===== config.mk =====
export PLATFORM = sky130hd
export DESIGN_NAME = conv_out_collector
export DESIGN_NICKNAME = d
export VERILOG_FILES = /design/src/rtl/conv_pkg.sv /design/src/rtl/conv_requant.sv /design/src/rtl/conv_out_collector.sv
export SDC_FILE = /design/constraint.sdc
export NUM_CORES = 1
export LEC_CHECK = 0
export CAP_MARGIN = 20
export CELL_PAD_IN_SITES_DETAIL_PLACEMENT = 1
export CELL_PAD_IN_SITES_GLOBAL_PLACEMENT = 2
export CORE_AREA = 2 2 161 132
export CTS_BUF_LIST = sky130_fd_sc_hd__clkbuf_8
export DETAILED_ROUTE_END_ITERATION = 7
export DIE_AREA = 0 0 163 134
export PLACE_DENSITY_LB_ADDON = 0.1
export SLEW_MARGIN = 20
export SYNTH_ARGS = -nofsm -noshare
export SYNTH_HDL_FRONTEND = slang
export SYNTH_SLANG_ARGS = --single-unit

===== constraint.sdc =====
create_clock -name i_clk -period 4.9 [get_ports i_clk]
set_input_delay 0.98 -clock i_clk [delete_from_list [all_inputs] [get_ports i_clk]]
set_output_delay 0.98 -clock i_clk [all_outputs]
set_load 0.02 [all_outputs]

===== src/rtl/conv_pkg.sv =====
// Shared types and helpers for the convolution output path.
// Provides output-size/address-width derivation and a saturating clamp.
package conv_pkg;

    typedef enum logic [1:0] {
        ST_IDLE,
        ST_COLLECT,
        ST_DRAIN
    } coll_state_t;

    function automatic int out_size(
        input int fm,
        input int k,
        input int pad,
        input int stride
    );
        return (fm - k + 2 * pad) / stride + 1;
    endfunction

    function automatic int addr_w(input int n);
        return (n > 1) ? $clog2(n) : 1;
    endfunction

    // Clamp a signed value into the range of a signed 'width'-bit word.
    function automatic logic signed [63:0] sat_trunc(
        input logic signed [63:0] value,
        input int                 width
    );
        logic signed [63:0] hi;
        logic signed [63:0] lo;
        hi = (64'sd1 <<< (width - 1)) - 64'sd1;
        lo = -(64'sd1 <<< (width - 1));
        if (value > hi) begin
            return hi;
        end else if (value < lo) begin
            return lo;
        end
        return value;
    endfunction

    // Defaults shared with the PE and the top level.
    localparam int DEF_KERNEL_SIZE = 3;
    localparam int DEF_FM_SIZE     = 8;
    localparam int DEF_PADDING     = 0;
    localparam int DEF_STRIDE      = 1;
    localparam int DEF_OUT_SIZE    = out_size(DEF_FM_SIZE, DEF_KERNEL_SIZE,
                                              DEF_PADDING, DEF_STRIDE);
    localparam int DEF_N_OUT       = DEF_OUT_SIZE * DEF_OUT_SIZE;
    localparam int DEF_ADDR_W      = addr_w(DEF_N_OUT);

endpackage


===== src/rtl/conv_requant.sv =====
// Combinational requantiser: optional ReLU, round-half-up shift, saturate.
// Ports: i_sum (49-bit signed biased sum) -> o_q (OUT_W-bit signed result).
module conv_requant
    import conv_pkg::*;
#(
    parameter int OUT_W = 16,
    parameter int SHIFT = 8,
    parameter int RELU  = 1
) (
    input  logic signed [48:0]      i_sum,
    output logic signed [OUT_W-1:0] o_q
);

    // Half an LSB of the shifted result; zero when SHIFT is 0.
    localparam logic signed [63:0] RND = (64'sd1 <<< SHIFT) >>> 1;

    logic signed [63:0] w_relu;
    logic signed [63:0] w_shift;

    always_comb begin
        w_relu = 64'(i_sum);
        if (RELU != 0 && i_sum < 0) begin
            w_relu = '0;
        end
        w_shift = (w_relu + RND) >>> SHIFT;
        o_q     = OUT_W'(sat_trunc(w_shift, OUT_W));
    end

endmodule


===== src/rtl/conv_out_collector.sv =====
// Collects the PE result stream, requantises it and writes the output map.
// Ports: i_start/i_en/i_P/i_bias in; o_addr/o_data/o_we/o_busy/o_done/o_err out.
module conv_out_collector
    import conv_pkg::*;
#(
    parameter int KERNEL_SIZE = 3,
    parameter int FM_SIZE     = 8,
    parameter int PADDING     = 0,
    parameter int STRIDE      = 1,
    parameter int OUT_W       = 16,
    parameter int SHIFT       = 8,
    parameter int RELU        = 1,
    localparam int OUT_SIZE   = out_size(FM_SIZE, KERNEL_SIZE,
                                         PADDING, STRIDE),
    localparam int N_OUT      = OUT_SIZE * OUT_SIZE,
    localparam int ADDR_W     = addr_w(N_OUT)
) (
    input  logic                     i_clk,
    input  logic                     i_rst,
    input  logic                     i_start,
    input  logic                     i_en,
    input  logic signed [47:0]       i_P,
    input  logic signed [47:0]       i_bias,
    output logic        [ADDR_W-1:0] o_addr,
    output logic signed [OUT_W-1:0]  o_data,
    output logic                     o_we,
    output logic                     o_busy,
    output logic                     o_done,
    output logic                     o_err
);

    coll_state_t r_state;
    coll_state_t w_state_n;
    logic        w_done_n;

    logic [ADDR_W-1:0] r_row;
    logic [ADDR_W-1:0] r_col;
    logic              r_err;
    logic              r_done;

    logic               r_v1;
    logic signed [48:0] r_s1;
    logic [ADDR_W-1:0]  r_a1;

    logic                    r_we;
    logic [ADDR_W-1:0]       r_addr;
    logic signed [OUT_W-1:0] r_data;

    logic                    w_acc;
    logic                    w_drop;
    logic                    w_last_col;
    logic                    w_last;
    logic [ADDR_W-1:0]       w_addr;
    logic signed [OUT_W-1:0] w_q;

    // A start in the same cycle always wins over a strobe.
    assign w_acc  = (r_state == ST_COLLECT) && i_en && !i_start;
    assign w_drop = (r_state != ST_COLLECT) && i_en && !i_start;

    assign w_last_col = (r_col == ADDR_W'(OUT_SIZE - 1));
    assign w_last     = w_last_col && (r_row == ADDR_W'(OUT_SIZE - 1));
    assign w_addr     = ADDR_W'(r_row * ADDR_W'(OUT_SIZE) + r_col);

    always_comb begin
        w_state_n = r_state;
        w_done_n  = 1'b0;
        unique case (r_state)
            ST_IDLE: begin
                if (i_start) begin
                    w_state_n = ST_COLLECT;
                end
            end
            ST_COLLECT: begin
                if (i_start) begin
                    w_state_n = ST_COLLECT;
                end else if (w_acc && w_last) begin
                    w_state_n = ST_DRAIN;
                end
            end
            ST_DRAIN: begin
                // Stage 1 empty means the last write is on o_we now.
                if (i_start) begin
                    w_state_n = ST_COLLECT;
                end else if (!r_v1) begin
                    w_state_n = ST_IDLE;
                    w_done_n  = 1'b1;
                end
            end
            default: begin
                w_state_n = ST_IDLE;
            end
        endcase
    end

    conv_requant #(
        .OUT_W (OUT_W),
        .SHIFT (SHIFT),
        .RELU  (RELU)
    ) u_requant (
        .i_sum (r_s1),
        .o_q   (w_q)
    );

    always_ff @(posedge i_clk) begin
        if (i_rst) begin
            r_state <= ST_IDLE;
            r_done  <= 1'b0;
            r_row   <= '0;
            r_col   <= '0;
            r_err   <= 1'b0;
            r_v1    <= 1'b0;
            r_s1    <= '0;
            r_a1    <= '0;
            r_we    <= 1'b0;
            r_addr  <= '0;
            r_data  <= '0;
        end else begin
            r_state <= w_state_n;
            r_done  <= w_done_n;
            if (i_start) begin
                // Flush in-flight samples and rearm the counters.
                r_row <= '0;
                r_col <= '0;
                r_err <= 1'b0;
                r_v1  <= 1'b0;
                r_we  <= 1'b0;
            end else begin
                if (w_drop) begin
                    r_err <= 1'b1;
                end
                if (w_acc) begin
                    if (w_last_col) begin
                        r_col <= '0;
                        r_row <= r_row + 1'b1;
                    end else begin
                        r_col <= r_col + 1'b1;
                    end
                    r_s1 <= 49'(i_P) + 49'(i_bias);
                    r_a1 <= w_addr;
                end
                r_v1 <= w_acc;
                r_we <= r_v1;
                if (r_v1) begin
                    r_addr <= r_a1;
                    r_data <= w_q;
                end
            end
        end
    end

    assign o_addr = r_addr;
    assign o_data = r_data;
    assign o_we   = r_we;
    assign o_busy = (r_state != ST_IDLE);
    assign o_done = r_done;
    assign o_err  = r_err;

endmodule

==> summary.md, run 1 <==
| Metric | Value |
|---|---|
| Status | `complete, no violations` |
| Max_cap viols | `0` |
| Adder-Cell Fraction of Synth Area | `0.117` |
| Clk_lat worst skew | `0.39 ns` |
| Area Overhead vs Synth | `24.6%` |
| Share of cells above drive strength 1 | `0.0547` |
| F_max | `237 MHz` |
| GRT Total Usage | `0.200` |
| CTS H-Tree Depth | `3` |
| Post-synthesis xor/xnor area fraction | `0.0828` |
| Num CTS Buffers | `9` |
| Synth area leaders | `dfxtp_1, ha_1, a21oi_1` |
| Skew final | `0.0102 ns` |
| Net Count, Synth | `1043` |
| Initial antenna violation count | `0` |
| Critical Path RT | `5.21 ns` |
| Post-synth ARST share | `0` |
| Mux share of post-synthesis cell area | `0.00629` |
| Die area | `21800 sq um` |
| Static leakage | `just over 0.003 uW` |
| Unrepaired setup endpoints after global routing | `no` |
| Routed vias/inst | `between 5 and 6` |
| Post-synthesis area per instance | `7.68 sq um` |
| Antenna cell count | `0` |
| Commonest cells in the netlist | `nand2_1, dfxtp_1, a21oi_1, nor2_1, ha_1` |
| Post-Syn Area | `6770 sq um` |
| Crit-path slowest cell | `o41ai_1` |
| TritonCTS clock tree | `yes` |
| Crit Path Category | `in -> reg` |
| Crit path max fanout | `6` |
| FP Rows | `47` |
| PD cells | `around 210 nW/um^2` |
| CP top delay family | `compound AO/OA/AOI/OAI gates` |
| Number of flops mapped to enable cells by yosys | `0` |
| Post-CTS Setup Inserts | `0` |
| Grt ovf | `0` |
| DP Area | `between 8000 and 9000 sq um` |
| Starting Density | `0.334` |
| CTS Sinks | `88` |
| CTS Hold Bufs | `0` |
| Syn Inst Count | `881` |
| Slowest stage delay, CP | `0.64 ns` |
| GP Congestion | `0.851` |
| Final setup TNS | `0 ns` |
| YS warnings | `0` |
| Unique masters post-synth | `68` |
| Drc violations | `0` |
| Vias in the first global route | `between 6000 and 7000` |
| Largest area contributor in the netlist | `dfxtp_1` |
| Final hold viol count | `0` |
| Hpwl dp | `16800 microns` |
| Final critical-path required period | `4.22 ns` |
| Post-synthesis simple-gate area fraction | `0.266` |
| Final Max Slew Viols | `0` |
| Nets | `1145` |
| Via count | `6691` |
| Slew @ Worst Pin | `0.759 ns` |
| IO Count | `126` |
| Fillers | `around 2500` |
| WL per Instance | `16.9 microns` |
| Final setup fails | `0` |
| Hold Crit Class | `reg -> reg` |
| Setup crit end kind | `register` |
| Worst setup SP type | `input pin` |
| DRT Pass-1 Iters | `4` |
| Routed WL | `21200 microns` |
| Core ar. | `20300 sq um` |
| Critical path arrival | `4.53 ns` |
| First-pass GRT wire length | `35200 microns` |
| Die Ht | `134 microns` |
| Largest net degree at the start of global routing | `47` |
| Tcrit/Tclk final | `0.862` |
| Top FF cell, synth | `dfxtp_1` |
| VDD IR max | `98.1 uV` |
| Finished Cell Area | `8430 sq um` |
| Critical-path cell list | `clkdlybuf4s50_1 > ha_1 > a21oi_1 > o21ai_0 > o41ai_1 > o41ai_1 > nor4_1 > a311oi_1 > a221o_1 > a2111o_1 > o21ai_0` |
| Iteration-0 DRC count of the detailed router | `~330` |
| Reg clk slew, reported paths | `0.09 ns` |
| Seq/Total Area, Yosys | `0.260` |
| Top-area cell type share of the netlist area | `0.260` |
| Largest family of logic cells by synthesized area | `simple AND/OR/NAND/NOR gates` |
| Yosys reg bits | `88` |
| Chip width | `163 microns` |
| CP bufs+invs | `1` |
| Root Driver | `clkbuf_8` |
| Compound-Gate Fraction of Synth Area | `0.224` |
| Antenna viol nets, final | `0` |
| Slew Limit Headroom | `0.494` |
| Most frequent cell after synthesis | `nand2_1` |
| Port bufs | `125` |
| Post-CTS Resized | `0` |
| Longest Clk Path Bufs | `2` |
## placed cells by master, fill, tap and decap left out, types with 7 or more instances in the layout
master,n
xor2_1,27
a211oi_1,17
and3_1,7
a21o_1,19
xnor2_1,37
or2_2,7
dfxtp_1,88
a21oi_1,81
buf_4,9
a211oi_2,10
ha_1,60
inv_1,30
o21ai_0,52
or4_1,7
or3_1,8
nand2_1,103
nand4_1,31
clkdlybuf4s50_1,124
clkbuf_8,11
nor2b_1,11
nor2_1,81
nor4_1,8
a31oi_1,7
nand3_1,28
nor3_1,15
nand2b_1,18
## power breakdown
part | internal, uW | total [uW] | leakage, uW | switching (uW)
sequential | 734 | 760 | 0.000712 | 26.0
combinational | 233 | 501 | 0.00231 | 268
clock | 215 | 499 | 0.0000882 | 285
total | 1180 | 1760 | 0.00311 | 579
## sequential cells by signal (all words and copies together) (netlist names)
signal and cells:
r_col 6, r_state 2, o_data 16, r_row 6
o_addr 6, o_we 1, o_err 1, r_v1 1
r_a1 6, r_s1 42, o_done 1
## worst paths after layout
| kind | start | to | slack [ns] | cells past startpoint |
|---|---|---|---|---|
| min | r_a1[1]$_SDFFE_PP0P_ | o_addr[1]$_SDFFE_PP0P_ | 0.46 | 2 |
| max | i_P[19] | r_s1[48]$_SDFFE_PP0P_ | 0.68 | 11 |
| max reg2reg | r_s1[48]$_SDFFE_PP0P_ | o_data[0]$_SDFFE_PP0P_ | 1.27 | 9 |
| min reg2reg | r_a1[1]$_SDFFE_PP0P_ | o_addr[1]$_SDFFE_PP0P_ | 0.46 | 2 |
## routing by layer
layer / vias to the layer above / part of all wire / global-route usage
li1: 3384 / - / -
met1: 3178 / 0.50 / 0.280
met2: 118 / 0.45 / 0.329
met3: 11 / 0.040 / 0.0328
met4: 0 / 0.0060 / 0.0334
met5: - / 0 / 0
## layout make-up
type | count | area (sq um) | area share
multi-input combinational | 720 | 4720 | 0.559
sequential | 88 | 1760 | 0.209
timing repair buffer | 134 | 1310 | 0.156
tap | 269 | 337 | 0.0399
clock buffer | 11 | 151 | 0.0180
inverter | 30 | 113 | 0.0134
clock inverter | 5 | 40.0 | 0.00475
## logic make-up (layout without fill, tap and decap cells)
family          after synthesis  count (layout)
mux                           4               4
compound gates              235             235
xor+xnor                     64              64
fa+ha+maj                    62              62
buf+inv                      73             180
flops                        88              88
simple gates                355             355
## worst reg2reg max path, cell delays in order, from the launching register on
cell and delay [ns]:
dfxtp_1 0.47, nand2b_1 0.31, or4_4 0.51, nor3_4 0.31, nand2_2 0.16, nor4_2 0.30, mux2_1 0.35, nor4_1 0.40
o2111a_2 0.55, a211oi_1 0.14
## stage by stage
stage	utilization	std cells	hold WS (ns)	worst slack, ns	power (uW)
after detailed placement	0.406	1241	0.449	0.395	1280
after global routing	0.416	1257	0.480	0.508	1870
after CTS	0.416	1257	0.463	0.801	1790
final	0.416	1257	0.462	0.678	1760
after floorplan	-	881	0.432	1.47	1080
after global placement	0.406	1241	0.443	0.412	1280
Note: power is estimated with default switching activity, not from simulation.
==> run 2: changes to the inputs <==
Settings changed: PLACE_DENSITY set to 0.94, PLACE_DENSITY_LB_ADDON 0.1 to not set.
==> run 2 against run 1 <==
First-iteration DRC count grew 4.9%. Maximum frequency grew 0.26%. Hold slack got worse by 0.0037 ns. Clock skew grew 0.0037 ns. Core utilization rose by 0.12 points. Sequential share of layout area shrank 0.062 points. Count of clock-buffer cells in the layout fell by 1. Total power grew 1.7%. Largest cell class unchanged. Critical endpoint unchanged. Critical path type unchanged. Clock power rose by 8.0%. Largest power group unchanged.
==> summary.md, run 2 (synthesis gave the netlist of run 1 again) <==
| Metric | Value |
|---|---|
| Crit path max fanout | `6 (unchanged)` |
| Crit-path slowest cell | `o41ai_1 (unchanged)` |
| CTS Hold Bufs | `0 (unchanged)` |
| Core ar. | `20300 sq um (unchanged)` |
| Logic pwr share | `0.275 (was 0.285)` |
| CTS Sinks | `88 (unchanged)` |
| IO Count | `126 (unchanged)` |
| Reg2reg path depth | `9 (unchanged)` |
| CP Capture Point | `r_s1[48]$_SDFFE_PP0P_ (unchanged)` |
| Unrepaired setup endpoints after global routing | `no (unchanged)` |
| First-pass GRT wire length | `34100 microns (was 35200 microns)` |
| Chip width | `163 microns (unchanged)` |
| Critical Path RT | `5.20 ns (was 5.21 ns)` |
| Slew Limit Headroom | `0.372 (was 0.494)` |
| Critical-path cell list | `clkdlybuf4s50_1 > ha_1 > a21oi_1 > o21ai_0 > o41ai_1 > o41ai_1 > nor4_1 > a311oi_1 > a221o_1 > a2111o_1 > o21ai_0 (unchanged)` |
| Most frequent cells in the layout | `clkdlybuf4s50_1, nand2_1, dfxtp_1 (unchanged)` |
| Slew @ Worst Pin | `0.929 ns (was 0.759 ns)` |
| Grt ovf | `0 (unchanged)` |
| Static leakage | `0.00314 uW (was 0.00311 uW)` |
| Cell internal pwr | `1220 uW (was 1180 uW)` |
| Flop-to-flop setup slack | `1.14 ns (was 1.27 ns)` |
| Vias in the first global route | `6817 (was 6833)` |
| Multi-input logic area | `4720 sq um (about the same)` |
| Root Driver | `clkbuf_8 (unchanged)` |
| GP Congestion | `0.837 (was 0.851)` |
| Final critical-path required period | `4.21 ns (was 4.22 ns)` |
| Post-CTS Setup Inserts | `0 (unchanged)` |
| Tcrit/Tclk final | `0.859 (was 0.862)` |
| Status | `complete, no violations (unchanged)` |
| Most flops, register | `r_s1 (unchanged)` |
| Hold Crit Class | `reg -> reg (unchanged)` |
| Post-CTS Resized | `0 (unchanged)` |
| Final setup TNS | `0 ns (unchanged)` |
| Antenna cell count | `0 (unchanged)` |
| Crit Path Category | `in -> reg (unchanged)` |
| WL per Instance | `16.4 microns (was 16.9 microns)` |
| Setup slack at placement | `0.304 ns (was 0.395 ns)` |
| Starting Density | `0.334 (unchanged)` |
| Largest net degree at the start of global routing | `55 (was 47)` |
| Via count | `6759 (was 6691)` |
| Hold slack final | `0.458 ns (was 0.462 ns)` |
| Worst setup SP type | `input pin (unchanged)` |
| Hpwl dp | `16200 microns (was 16800 microns)` |
| Clock power frac | `0.301 (was 0.284)` |
| Routed WL | `20600 microns (was 21200 microns)` |
| Fillers | `2511 (was 2526)` |
| Die area | `21800 sq um (unchanged)` |
| Overall power | `1790 uW (was 1760 uW)` |
| R2r startpoint | `r_s1[48]$_SDFFE_PP0P_ (unchanged)` |
| CTS H-Tree Depth | `3 (unchanged)` |
| Max FFs per register | `42 (unchanged)` |
| Flop pwr share | `0.424 (was 0.432)` |
| Num CTS Buffers | `9 (unchanged)` |
| Port bufs | `125 (unchanged)` |
| Net Sw Frac | `0.319 (was 0.329)` |
| Final setup fails | `0 (unchanged)` |
| Longest Clk Path Bufs | `2 (unchanged)` |
| Nets | `1146 (was 1145)` |
| Cell Count, Final, Fillers Out | `1258 (was 1257)` |
| Routed vias/inst | `5.37 (was 5.32)` |
| Skew final | `0.0139 ns (was 0.0102 ns)` |
| Share of cells above drive strength 1 | `0.0556 (was 0.0547)` |
| Max_cap viols | `0 (unchanged)` |
| Worst Setup SP | `i_P[19] (unchanged)` |
| FP Rows | `47 (unchanged)` |
| PD cells | `212 nW/um^2 (was 209 nW/um^2)` |
| Critical R2R Capture | `o_data[14]$_SDFFE_PP0P_ (was o_data[0]$_SDFFE_PP0P_)` |
| DRT Pass-1 Iters | `4 (unchanged)` |
| Commonest non-fill, non-tap cell in the layout | `clkdlybuf4s50_1 (unchanged)` |
| F_max | `237 MHz (about the same)` |
| Final Max Slew Viols | `0 (unchanged)` |
| Psw | `572 uW (was 579 uW)` |
| VDD IR max | `88.2 uV (was 98.1 uV)` |
| GRT Total Usage | `0.191 (was 0.200)` |
| Drc violations | `0 (unchanged)` |
| TritonCTS clock tree | `yes (unchanged)` |
| Initial antenna violation count | `0 (unchanged)` |
| Final hold viol count | `0 (unchanged)` |
| Setup crit end kind | `register (unchanged)` |
| Area Overhead vs Synth | `25.0% (was 24.6%)` |
| Antenna viol nets, final | `0 (unchanged)` |
| Die Ht | `134 microns (unchanged)` |
| Critical path arrival | `4.51 ns (was 4.53 ns)` |
| Post-Place Cells | `1241 (unchanged)` |
| Clk_lat worst skew | `0.39 ns (about the same)` |
| FF/Latch Area | `1760 sq um (unchanged)` |
| Final worst slack | `0.689 ns (was 0.678 ns)` |
| Reg clk slew, reported paths | `0.08 ns (was 0.09 ns)` |
| Slowest stage delay, CP | `0.58 ns (was 0.64 ns)` |
| Iteration-0 DRC count of the detailed router | `341 (was 325)` |
run 2: changes by cell type in the layout (fill, tap and decap cells not counted):
cell	delta
clkinvlp_4	-3
inv_6	+2
buf_6	+1
bufinv_16	+1
clkbuf_8	-1
clkinv_2	+1
clkinv_4	-1
inv_1	+1
nor2_1	-1
nor2_2	+1
run 2: worst min-delay path by stage:
stage,from,to,slack (ns),depth (start not counted)
final,r_a1[3]$_SDFFE_PP0P_,o_addr[3]$_SDFFE_PP0P_,0.46,2
after global routing,r_a1[4]$_SDFFE_PP0P_,o_addr[4]$_SDFFE_PP0P_,0.48,2
after CTS,r_a1[2]$_SDFFE_PP0P_,o_addr[2]$_SDFFE_PP0P_,0.46,2
after detailed placement,r_a1[2]$_SDFFE_PP0P_,r_a1[2]$_SDFFE_PP0P_,0.45,2
after global placement,r_a1[0]$_SDFFE_PP0P_,o_addr[0]$_SDFFE_PP0P_,0.44,2
after floorplan,r_a1[4]$_SDFFE_PP0P_,r_a1[4]$_SDFFE_PP0P_,0.43,2
run 2: cell type report:
| cell class | instances | share of cell area |
|---|---|---|
| multi-input cells | 720 | 0.558 |
| flip-flops and latches | 88 | 0.208 |
| repair buffers | 135 | 0.157 |
| well taps | 269 | 0.0398 |
| clock buffers | 10 | 0.0163 |
| inverters | 30 | 0.0133 |
| clock inverters | 6 | 0.00769 |
run 2: power by group through the flow:
| stage | clock [uW] | sequential, uW | combinational (uW) |
|---|---|---|---|
| final | 539 | 759 | 492 |
| after detailed placement | 0 | 776 | 491 |
| after CTS | 556 | 759 | 494 |
| after global placement | 0 | 775 | 484 |
| after floorplan | 0 | 769 | 309 |
| after global routing | 578 | 763 | 548 |
run 2: per-stage QoR:
| stage | util | instance area, sq um |
|---|---|---|
| finish | 0.417 | 8460 |
| floorplan | - | 6770 |
| CTS | 0.416 | 8450 |
| detailed placement | 0.406 | 8240 |
| global route | 0.417 | 8460 |
| global placement | 0.406 | 8240 |
run 2: critical path: cells and delay by family:
family,cells,cell delay (ns)
compound gates,8,2.26
fa+ha+maj,1,0.36
buf+inv,1,0.40
simple gates,1,0.50
run 2: layer usage:
metal  routed length, microns  share of wire  GRT usage  vias to the layer above
li1                         -              -          -                     3389
met1                    10200           0.50      0.265                     3237
met2                     9340           0.45      0.321                      122
met3                      874          0.042     0.0250                       11
met4                      157         0.0076     0.0349                        0
met5                        0              0          0                        -
